[config.mk]
export PLATFORM = sky130hd
export DESIGN_NAME = wb_tx_frame_fetch
export DESIGN_NICKNAME = d
export VERILOG_FILES = /design/src/rtl/wb_tx_frame_fetch.sv
export SDC_FILE = /design/constraint.sdc
export NUM_CORES = 1
export LEC_CHECK = 0
export CAP_MARGIN = 20
export CORE_MARGIN = 10
export CORE_UTILIZATION = 35
export DETAILED_ROUTE_END_ITERATION = 10
export GPL_ROUTABILITY_DRIVEN = 0
export GPL_TIMING_DRIVEN = 0
export MAX_ROUTING_LAYER = met4
export PLACE_DENSITY_LB_ADDON = 0.2
export SLEW_MARGIN = 0
export SYNTH_ARGS = -nofsm -noshare
export SYNTH_HDL_FRONTEND = slang
export SYNTH_SLANG_ARGS = --single-unit
[constraint.sdc]
create_clock -name wb_clk_i -period 7 [get_ports wb_clk_i]
set_input_delay 0.7 -clock wb_clk_i [delete_from_list [all_inputs] [get_ports wb_clk_i]]
set_output_delay 0.7 -clock wb_clk_i [all_outputs]
set_load 0.1 [all_outputs]
[src/rtl/wb_tx_frame_fetch.sv]
`timescale 1ns/1ps
// Wishbone classic read master that fetches a frame of words into a small FIFO
// and streams them out with a last flag; handles wait states, retry, error and timeout.
module wb_tx_frame_fetch #(
    parameter int AW         = 32,
    parameter int DW         = 32,
    parameter int FIFO_DEPTH = 8,
    parameter int MAX_RETRY  = 8,
    parameter int TIMEOUT    = 64
) (
    input  logic          wb_clk_i,
    input  logic          wb_rst_i,
    input  logic          start_i,
    input  logic [AW-1:0] start_adr_i,
    input  logic [15:0]   len_i,
    input  logic          abort_i,
    output logic          busy_o,
    output logic          done_o,
    output logic [1:0]    status_o,
    output logic [AW-1:0] m_wb_adr_o,
    output logic [3:0]    m_wb_sel_o,
    output logic          m_wb_we_o,
    output logic          m_wb_cyc_o,
    output logic          m_wb_stb_o,
    input  logic [DW-1:0] m_wb_dat_i,
    input  logic          m_wb_ack_i,
    input  logic          m_wb_err_i,
    input  logic          m_wb_rty_i,
    output logic [DW-1:0] tx_data_o,
    output logic          tx_valid_o,
    output logic          tx_last_o,
    input  logic          tx_ready_i
);

    localparam int PW = (FIFO_DEPTH > 1) ? $clog2(FIFO_DEPTH) : 1;
    localparam int CW = PW + 1;
    localparam int RW = $clog2(MAX_RETRY + 1);
    localparam int TW = $clog2(TIMEOUT + 1);

    typedef enum logic [2:0] {
        S_IDLE    = 3'd0,
        S_CHECK   = 3'd1,
        S_REQ     = 3'd2,
        S_BACKOFF = 3'd3,
        S_DRAIN   = 3'd4,
        S_ABORT   = 3'd5
    } state_t;

    state_t        state_r, next_state_s;
    logic [1:0]    abort_code_s;
    logic [AW-1:0] adr_r;
    logic [15:0]   rem_r;
    logic [RW-1:0] retry_r;
    logic [TW-1:0] to_r;

    logic [DW:0]   mem_r [FIFO_DEPTH];
    logic [PW-1:0] wr_ptr_r, rd_ptr_r;
    logic [CW-1:0] cnt_r;
    logic [DW-1:0] out_data_r;
    logic          out_valid_r, out_last_r;

    logic          cyc_r, done_r, busy_r;
    logic [3:0]    sel_r;
    logic [1:0]    status_r;
    logic          cyc_nxt_s, done_nxt_s, busy_nxt_s;
    logic [1:0]    status_nxt_s;

    logic start_ok_s, in_req_s, term_rty_s, push_s, push_last_s;
    logic pop_s, last_hs_s, flush_s, load_out_s, mem_rd_s, mem_we_s;

    // An asserted abort_i masks every termination, so a late ack is never consumed.
    assign start_ok_s  = (state_r == S_IDLE) && start_i;
    assign in_req_s    = (state_r == S_REQ) && !abort_i;
    assign term_rty_s  = in_req_s && !m_wb_err_i && m_wb_rty_i;
    assign push_s      = in_req_s && !m_wb_err_i && !m_wb_rty_i && m_wb_ack_i;
    assign push_last_s = (rem_r == 16'd1);
    assign pop_s       = out_valid_r && tx_ready_i;
    assign last_hs_s   = pop_s && out_last_r;
    assign flush_s     = (next_state_s == S_ABORT);
    assign load_out_s  = !out_valid_r || pop_s;
    assign mem_rd_s    = load_out_s && (cnt_r != {CW{1'b0}});
    assign mem_we_s    = push_s && !(load_out_s && (cnt_r == {CW{1'b0}}));

    // State register
    always_ff @(posedge wb_clk_i or negedge wb_rst_i) begin
        if (!wb_rst_i) begin
            state_r <= S_IDLE;
        end else begin
            state_r <= next_state_s;
        end
    end

    // Next-state logic; termination priority is abort > err > rty > ack > timeout
    always_comb begin
        next_state_s = state_r;
        abort_code_s = 2'b11;
        case (state_r)
            S_IDLE: begin
                if (start_i && (len_i != 16'd0)) next_state_s = S_CHECK;
                else                             next_state_s = S_IDLE;
            end
            S_CHECK: begin
                if (abort_i)                            next_state_s = S_ABORT;
                else if (cnt_r < CW'(FIFO_DEPTH))       next_state_s = S_REQ;
                else                                    next_state_s = S_CHECK;
            end
            S_REQ: begin
                if (abort_i) begin
                    next_state_s = S_ABORT;
                end else if (m_wb_err_i) begin
                    next_state_s = S_ABORT;
                    abort_code_s = 2'b01;
                end else if (m_wb_rty_i) begin
                    if (retry_r == RW'(MAX_RETRY)) begin
                        next_state_s = S_ABORT;
                        abort_code_s = 2'b10;
                    end else begin
                        next_state_s = S_BACKOFF;
                    end
                end else if (m_wb_ack_i) begin
                    if (push_last_s) next_state_s = S_DRAIN;
                    else             next_state_s = S_CHECK;
                end else if (to_r == TW'(TIMEOUT - 1)) begin
                    next_state_s = S_ABORT;
                end else begin
                    next_state_s = S_REQ;
                end
            end
            S_BACKOFF: begin
                if (abort_i) next_state_s = S_ABORT;
                else         next_state_s = S_REQ;
            end
            S_DRAIN: begin
                if (abort_i)        next_state_s = S_ABORT;
                else if (last_hs_s) next_state_s = S_IDLE;
                else                next_state_s = S_DRAIN;
            end
            S_ABORT: next_state_s = S_IDLE;
            default: next_state_s = S_IDLE;
        endcase
    end

    // Output decode from the upcoming state so every bus/status output is a flop
    always_comb begin
        cyc_nxt_s  = (next_state_s == S_REQ);
        busy_nxt_s = (next_state_s == S_CHECK) || (next_state_s == S_REQ) ||
                     (next_state_s == S_BACKOFF) || (next_state_s == S_DRAIN);
        done_nxt_s = (next_state_s == S_ABORT) ||
                     ((state_r == S_DRAIN) && (next_state_s == S_IDLE)) ||
                     (start_ok_s && (len_i == 16'd0));
        if (start_ok_s)                    status_nxt_s = 2'b00;
        else if (next_state_s == S_ABORT)  status_nxt_s = abort_code_s;
        else                               status_nxt_s = status_r;
    end

    // Output registers
    always_ff @(posedge wb_clk_i or negedge wb_rst_i) begin
        if (!wb_rst_i) begin
            cyc_r    <= 1'b0;
            sel_r    <= 4'h0;
            done_r   <= 1'b0;
            busy_r   <= 1'b0;
            status_r <= 2'b00;
        end else begin
            cyc_r    <= cyc_nxt_s;
            sel_r    <= cyc_nxt_s ? 4'hF : 4'h0;
            done_r   <= done_nxt_s;
            busy_r   <= busy_nxt_s;
            status_r <= status_nxt_s;
        end
    end

    // Address, remaining-word, retry and timeout counters
    always_ff @(posedge wb_clk_i or negedge wb_rst_i) begin
        if (!wb_rst_i) begin
            adr_r   <= {AW{1'b0}};
            rem_r   <= 16'd0;
            retry_r <= {RW{1'b0}};
            to_r    <= {TW{1'b0}};
        end else begin
            if (start_ok_s) begin
                adr_r   <= start_adr_i;
                rem_r   <= len_i;
                retry_r <= {RW{1'b0}};
            end else if (push_s) begin
                adr_r   <= adr_r + AW'(1'b1);
                rem_r   <= rem_r - 16'd1;
                retry_r <= {RW{1'b0}};
            end else if (term_rty_s && (retry_r != RW'(MAX_RETRY))) begin
                retry_r <= retry_r + RW'(1'b1);
            end
            if ((state_r == S_REQ) && (next_state_s == S_REQ)) to_r <= to_r + TW'(1'b1);
            else                                                to_r <= {TW{1'b0}};
        end
    end

    // FIFO storage; the output stage below is loaded directly when the storage is empty
    always_ff @(posedge wb_clk_i) begin
        if (mem_we_s) begin
            mem_r[wr_ptr_r] <= {push_last_s, m_wb_dat_i};
        end
    end

    // FIFO pointers and registered stream head
    always_ff @(posedge wb_clk_i or negedge wb_rst_i) begin
        if (!wb_rst_i) begin
            wr_ptr_r    <= {PW{1'b0}};
            rd_ptr_r    <= {PW{1'b0}};
            cnt_r       <= {CW{1'b0}};
            out_data_r  <= {DW{1'b0}};
            out_valid_r <= 1'b0;
            out_last_r  <= 1'b0;
        end else if (flush_s) begin
            wr_ptr_r    <= {PW{1'b0}};
            rd_ptr_r    <= {PW{1'b0}};
            cnt_r       <= {CW{1'b0}};
            out_data_r  <= {DW{1'b0}};
            out_valid_r <= 1'b0;
            out_last_r  <= 1'b0;
        end else begin
            if (mem_we_s) wr_ptr_r <= wr_ptr_r + PW'(1'b1);
            if (mem_rd_s) begin
                rd_ptr_r    <= rd_ptr_r + PW'(1'b1);
                out_data_r  <= mem_r[rd_ptr_r][DW-1:0];
                out_last_r  <= mem_r[rd_ptr_r][DW];
                out_valid_r <= 1'b1;
            end else if (load_out_s && push_s) begin
                out_data_r  <= m_wb_dat_i;
                out_last_r  <= push_last_s;
                out_valid_r <= 1'b1;
            end else if (load_out_s) begin
                out_valid_r <= 1'b0;
            end
            case ({mem_we_s, mem_rd_s})
                2'b10:   cnt_r <= cnt_r + CW'(1'b1);
                2'b01:   cnt_r <= cnt_r - CW'(1'b1);
                default: cnt_r <= cnt_r;
            endcase
        end
    end

    assign busy_o     = busy_r;
    assign done_o     = done_r;
    assign status_o   = status_r;
    assign m_wb_adr_o = adr_r;
    assign m_wb_sel_o = sel_r;
    assign m_wb_we_o  = 1'b0;
    assign m_wb_cyc_o = cyc_r;
    assign m_wb_stb_o = cyc_r;
    assign tx_data_o  = out_data_r;
    assign tx_valid_o = out_valid_r;
    assign tx_last_o  = out_last_r;

endmodule
; ---- Word-level counts from Yosys, hierarchy flattened
; Memories as Yosys holds them, arrays and structs flattened.
; Index checks and enable logic that the tools add are counted.
[totals]
ram_bits = 264
mem_count = 1
elab_cells = 131
input_bits = 88
output_inout_bits = 77
ff_bits = 115
[classes]
addsub = 8
eq_ne = 15
magnitude_cmp = 1
reduce_logical = 42
mux = 48
[mem_list]
columns = memory, words, width, read_ports, rd_ports_with_merged_regs, write_ports, line_no
row1 = mem_r, 8, 33, 1, 0, 1, 56  ; logic [DW:0] mem_r [FIFO_DEPTH];
[ops]
columns = op, n
row1 = $mux 32, 5
row2 = $mux 3, 15
row3 = $add 32x1->32 const B, 1
row4 = $mux 16, 2
row5 = $mux 4, 5
row6 = $logic_and 1x1->1, 17
row7 = $eq 16x1->1 const B, 1
row8 = $logic_not 16->1, 1
row9 = $reduce_bool 16->1, 1
row10 = $sub 16x1->16 const B, 1
row11 = $pmux 3 s5, 1
row12 = $eq 3x2->1 const B, 4
row13 = $mux 1, 12
row14 = $mux 2, 6
row15 = $eq 3x3->1 const B, 3
row16 = $reduce_bool 3->1, 3
row17 = $add 4x1->4 const B, 2
row18 = $pmux 4 s2, 1
row19 = $reduce_bool 2->1, 4
row20 = $reduce_bool 4->1, 2
row21 = $add 7x1->7 const B, 1
row22 = $eq 7x6->1 const B, 1
row23 = $mux 7, 1
row24 = $add 3x1->3 const B, 2
row25 = 11 further kinds, 22

; ---- Depth between registers and ports, before layout
; Gate-level depths: netlist of run 1.
[depth]
depth_word = 11
ltp_mapped = 12
mapped_depth_nobuf = 10

; ---- Least setup slack after synthesis of run 1
; No wires, ideal clock.
[synth_timing]
kind = register -> register
start = register state_r[2]
end = memory mem_r[0][0] in the netlist's numbering (enable)
slack_ns = 2.065
path_buffers = 4
arrival_ns = 4.471
synth_period_minus_slack_ns = 4.935
required_ns = 6.536
stages_incl_launch_ff = 9
setup_ns = 0.464
cell_sequence = dfrtp_1 buf_2 or3b_1 buf_2 or4_1 clkbuf_1 clkbuf_1 or3_1 nor3_1
[synth_via]
elab_chain_cells = 8
[synth_lines]
columns = element, line_no
row1 = start: declaration, 49  ; state_t state_r, next_state_s;
row2 = start signal: assignment, 89  ; state_r <= next_state_s;
row3 = $eq 3x2->1, 73  ; assign in_req_s = (state_r == S_REQ) && !abort_i;
row4 = $logic_and 1x1->1, 73
row5 = $logic_and 1x1->1 (3 in a row), 75  ; assign push_s = in_req_s && !m_wb_err_i && !m_wb_rty_i && m_wb_ack_i;
row6 = $logic_and 1x1->1, 82  ; assign mem_we_s = push_s && !(load_out_s && (cnt_r == {CW{1'b0}}));
row7 = $mux 1, 199  ; if (mem_we_s) begin
row8 = $mux 1 (not written as such), 200  ; mem_r[wr_ptr_r] <= {push_last_s, m_wb_dat_i};
row9 = end: declaration, 56
; No other way between the ends.

; ---- Final worst setup path of run 1
[layout_timing]
start = register state_r[2]
end = memory mem_r[0][16] in the netlist's numbering (enable)
; The elaborated chain is that of the path after synthesis.

==> impl_metrics.ini, run 1 <==
[sta]
setup_viol = 0
worst_pin_slew_ps = 1060
holdWs_ps = 32.7
fmax_mhz = 243
fin_crit_ps = 4120
rsz0062_at_grt = false
final_max_slew_viol_count = 0
max_slew_margin_pct = 29.0
skew_ps = 18.6
finalHoldViolCount = 0
layout_setup_ws_ps = 2880
finalCritPeriodShare_pct = 58.8

[cts]
cts_tree = done
ctsResizeCount = 0
numCtsBuffers = 41
cts-root-buf = clkbuf_16
clk_latency_ps = 570
cts.sinks = 375
cts.path.max_buffers = 3
htreeDepth = 2
clkTransAtPathRegs_ps = 60
cts_setup_buffers = 0
hold_buffers = 0

[route]
drtPass1Iterations = 6
vias_per_cell = 5.23
drc_errors = 0
wl_per_cell_um = 21.8
routed_wirelength_um = 41800
vias = 10000
dr.first_iter.drc_count = 713
drtAntennaViolNets = 0

[grt]
grt_pass1_wl_um = 63600
grt_max_degree = 77
overflow = 0
grt_antenna_before_repair = 2
track_usage_pct = 15.7
grt_pass1_vias = 10200

[yosys]
yosys_register_bits = 375
ys.flop_type = edfxtp_1
yosysSeqAreaShare_pct = 67.1
syn_nets = 1160
yosys.area.top_type = edfxtp_1
synthArstFlopShare_pct = 29.6
avgSynthCellArea_sq_um = 15.0
synth_top_area_share_pct = 49.7
ys_types = 58
syn_area_sq_um = 16000
ys_warn_count = 0
synth_edf_count = 264
netlist_instances = 1061
synthTopCellsByArea = edfxtp_1 50%, dfrtp_1 17%, mux4_2 9.3%, nand2_1 3.4%, mux2i_1 2.5%

[cells_and_area]
design_area_sq_um = 20000
multiInputGateArea_sq_um = 4960
fillers = 4088
syn2layout_area_growth_pct = 25.1
seq_area_sq_um = 10700
drive_above_1_share_pct = 15.3
fin_nets = 1380

[critical_path]
worstSetupPathType = flop to flop
crit_arrival_ps = 4380
startpoint_type = flop
critPathMaxFanout = 10
crit_required_ps = 7260
cp-end-kind = flop

[placed_design]
pre_cts_ws_ps = 2440
portBuffers = 162
dp_hpwl_um = 28400
place_area_sq_um = 18600

[run]
maxCapViolCount = 0

[run_status]
status = finished clean

[floorplanning]
die_w_um = 234
ioPinCount = 165
die_h_um = 234
rows = 78
start_util_pct = 35.3
dieArea_sq_um = 54500
core_area_sq_um = 45200

[power_and_ir_drop]
powerDensity_nw_per_um2 = 453
leakagePower_nw = 6.76
peakVddDrop_uv = 332

[hold_path]
min_path_type = primary input to asynchronous set/reset pin
cell type report:
cell class | count | area share [%]
Sequential cell | 375 | 53.6
Multi-Input combinational cell | 613 | 24.8
Timing Repair Buffer | 177 | 9.34
Clock buffer | 65 | 6.05
Tap cell | 600 | 3.76
Buffer | 64 | 1.59
Clock inverter | 9 | 0.614
Inverter | 9 | 0.169
Antenna cell | 2 | 0.0251
sequential cells by signal, summed over array words and instances (netlist names), 2 cells and up:
register and count:
cnt_r 4, m_wb_adr_o 32, mem_r 264, rd_ptr_r 3, rem_r 16, retry_r 4, state_r 3, status_o 2
to_r 7, tx_data_o 32, wr_ptr_r 3
logic make-up after synthesis:
logic type,after synthesis,synth area share (%)
AND/OR/NAND/NOR,298,8.78
flip-flops,375,67.1
AO/OA/AOI/OAI,175,7.97
XOR/XNOR,22,1.21
buffers and inverters,73,2.20
other,1,0.0235
adder cells (fa/ha/maj),11,0.909
multiplexers,106,11.8
cells in the final DEF (no fill, tap or decap), types with 20 or more instances in the layout:
| master | synthesis | final |
|---|---|---|
| clkbuf_1 | 41 | 57 |
| a21oi_1 | 20 | 20 |
| a21oi_2 | 33 | 33 |
| edfxtp_1 | 264 | 264 |
| mux4_2 | 66 | 66 |
| nor2_1 | 43 | 37 |
| dfrtp_1 | 111 | 111 |
| o211ai_1 | 50 | 50 |
| clkdlybuf4s50_1 | 0 | 161 |
| nand2_1 | 145 | 145 |
| clkbuf_16 | 0 | 42 |
| nand3_1 | 24 | 24 |
| mux2i_1 | 40 | 40 |
| o21ai_0 | 27 | 27 |
synth_stat cells, types with 2 or more instances:
master / number
a211o_1: 2
a21o_1: 2
a21oi_1: 20
a21oi_2: 33
a221o_1: 6
a22oi_1: 2
a31oi_1: 5
and2_1: 2
and3_1: 10
and4_1: 3
buf_1: 5
buf_2: 5
buf_4: 7
buf_6: 6
clkbuf_1: 41
dfrtp_1: 111
edfxtp_1: 264
ha_1: 10
inv_1: 9
mux2i_1: 40
mux4_2: 66
nand2_1: 145
nand2b_1: 8
nand3_1: 24
nand4_1: 13
nand4b_1: 3
nor2_1: 43
nor2b_1: 2
nor3_1: 11
nor3b_1: 2
nor4_1: 16
o211ai_1: 50
o21ai_0: 27
o21ai_1: 2
o221ai_1: 2
o311ai_0: 16
or3_1: 5
or4_1: 3
xnor2_1: 11
xor2_1: 11
critical path: stages (launching register included):
cell	delay, ps
dfrtp_1	350
buf_2	160
or3b_1	340
buf_2	170
or4_1	470
clkbuf_1	260
clkbuf_1	330
or3_1	580
nor3_2	570
buf_6	240
buf_8	160
buf_6	170
where the power goes:
group	switching [mW]	total (mW)	internal, mW
Combinational	2.76	4.00	1.23
Sequential	0.261	2.92	2.66
Clock	0.874	2.14	1.26
Total	3.90	9.05	5.15
stage by stage:
| stage | utilization [%] | total power, mW | TNS (ps) | instances |
|---|---|---|---|---|
| after global placement | 40.6 | 6.97 | -85440 | 1823 |
| after CTS | 44.2 | 9.17 | 0 | 1912 |
| after global routing | 44.2 | 9.52 | 0 | 1914 |
| final | 44.2 | 9.05 | 0 | 1914 |
| after detailed placement | 41.2 | 7.00 | 0 | 1838 |
| after floorplan | - | 5.88 | 0 | 1061 |
final timing paths:
kind | start | to | slack (ps) | cells after the start
max | state_r[2] | mem_r[0][16] | 2880 | 11
min reg2reg | to_r[0] | to_r[0] | 450 | 1
max in group asynchronous | wb_rst_i | tx_data_o[30] | 6230 | 2
min in group wb_clk_i | to_r[0] | to_r[0] | 450 | 1
min | wb_rst_i | m_wb_adr_o[9] | 30 | 1
max reg2reg | state_r[2] | mem_r[0][16] | 2880 | 11
routing by layer:
metal / wire length (um) / track usage [%] / up-vias
li1: - / - / 4581
met1: 19500 / 21.5 / 5091
met2: 19000 / 23.4 / 286
met3: 2460 / 3.35 / 58
met4: 820 / 4.29 / 0
met5: 0 / - / -
Power figures use the tool's default switching activity.
==> run 2, diff against run 1 <==
Clock period 7 ns to 3.8 ns, I/O delays scaled along.
==> impl_metrics.ini, run 2 (synthesis gave the netlist of run 1 again) <==
[power_and_ir_drop]
peakVddDrop_uv = 552
power.total_mw = 17.1
leakagePower_nw = 6.91
powerDensity_nw_per_um2 = 838

[critical_path]
startpoint = state_r[2]
startpoint_type = flop
cp-end-kind = flop
crit_path_max_incr_delay_ps = 480
path_cells = buf_2 > or3b_1 > buf_2 > or4_1 > clkbuf_1 > clkbuf_2 > nor2_2 > nand2_1 > nor3_4 > buf_4 > buf_16 > buf_8
crit_arrival_ps = 3880
critical_path_buf_inv_count = 7
cp_common_cell = buf_2
critPathMaxFanout = 12
worstSetupPathType = flop to flop
crit_required_ps = 4070
r2r-start = state_r[2]
cpLargestDelayFamily = simple AND/OR/NAND/NOR gates
slowest_stage = or4_1

[floorplanning]
dieArea_sq_um = 54500
start_util_pct = 35.3
die_w_um = 234
die_h_um = 234
core_area_sq_um = 45200
ioPinCount = 165
rows = 78

[grt]
use_met2_pct = 24.4
met3_usage_pct = 3.13
grt_max_degree = 61
grt_pass1_vias = 10200
grt_use_met1_pct = 21.5
track_usage_pct = 16.1
grt_antenna_before_repair = 5
grt_pass1_wl_um = 64600
top_usage_layer = met2
overflow = 0

[sta]
worst_pin_slew_ps = 1070
skew_ps = 34.9
final_max_slew_viol_count = 0
fin_crit_ps = 3600
rsz0062_at_grt = false
setup_viol = 0
fmax_mhz = 278
layout_setup_ws_ps = 197
max_slew_margin_pct = 28.4
finalCritPeriodShare_pct = 94.8
fin_tns_setup_ps = 0
finalHoldViolCount = 0

[cells_and_area]
final_common_cell = edfxtp_1
fin_nets = 1393
largest-register = mem_r
fillers = 4026
largest_reg_flops = 264
mostFrequentLayoutCells = 264 x edfxtp_1, 161 x clkdlybuf4s50_1, 145 x nand2_1, 111 x dfrtp_1, 66 x mux4_2
drive_above_1_share_pct = 16.9
design_area_sq_um = 20300
syn2layout_area_growth_pct = 27.5

[cts]
numCtsBuffers = 42
cts-root-buf = clkbuf_16
cts_tree = done
htreeDepth = 2
cts.path.max_buffers = 3
clk_latency_ps = 580
clkTransAtPathRegs_ps = 60
cts.sinks = 375

[placed_design]
place_area_sq_um = 18700
dp_hpwl_um = 28600
pre_cts_ws_ps = -252
portBuffers = 162

[route]
routed_wirelength_um = 42700
dr.first_iter.drc_count = 797
vias_per_cell = 5.22
drtPass1Iterations = 5
drtAntennaViolNets = 0
vias = 10100
drc_errors = 0
wl_per_cell_um = 22.1

[hold_path]
min_path_type = primary input to asynchronous set/reset pin

[run_status]
status = finished clean

[run]
maxCapViolCount = 0
## run 2: final timing paths
check / endpoint / slack, ps / depth (start not counted)
max in group asynchronous: tx_data_o[1] / 2720 / 3
hold / removal: m_wb_adr_o[7] / 330 / 2
hold reg to reg: to_r[0] / 460 / 1
setup / recovery: mem_r[2][27] / 200 / 12
setup reg to reg: mem_r[2][27] / 200 / 12
min in group wb_clk_i: m_wb_adr_o[12] / 360 / 3
## run 2: cell type report
class                   count  area, sq um  area share (%)
diodes                      5         12.5          0.0615
clock buffers              57         1160            5.69
repair buffers            189         2090            10.3
well taps                 600          751            3.69
clock inverters            21          305            1.50
inverters                   9         33.8           0.166
plain buffers              64          319            1.57
flip-flops and latches    375        10700            52.6
multi-input cells         613         4980            24.5
## run 2: timing repair
item                       CTS  global route
pin swaps                    8             0
hold endpoints to repair    51             0
setup endpoints to repair  170            26
resized for setup            0             4
setup buffers               11             0
cloned                       0             0
hold buffers                 1             0
## run 2: metal layers
metal | wire [um] | vias to the layer above
met5 | 0 | -
met4 | 958 | 0
met3 | 2570 | 59
met2 | 20000 | 280
met1 | 19200 | 5149
li1 | - | 4604
## run 2: through the flow
| step | std cells | util [%] | hold slack, ps |
|---|---|---|---|
| after CTS | 1926 | 44.9 | 335 |
| after global placement | 1823 | 40.6 | 447 |
| final | 1933 | 45.0 | 333 |
| after detailed placement | 1836 | 41.3 | 388 |
| after floorplan | 1061 | - | 84.4 |
| after global routing | 1933 | 45.0 | 371 |
## run 2: power by group
group / switching, mW / internal, mW / total (mW)
registers: 0.490 / 4.90 / 5.39
clock network: 1.70 / 2.57 / 4.27
logic: 5.11 / 2.29 / 7.40
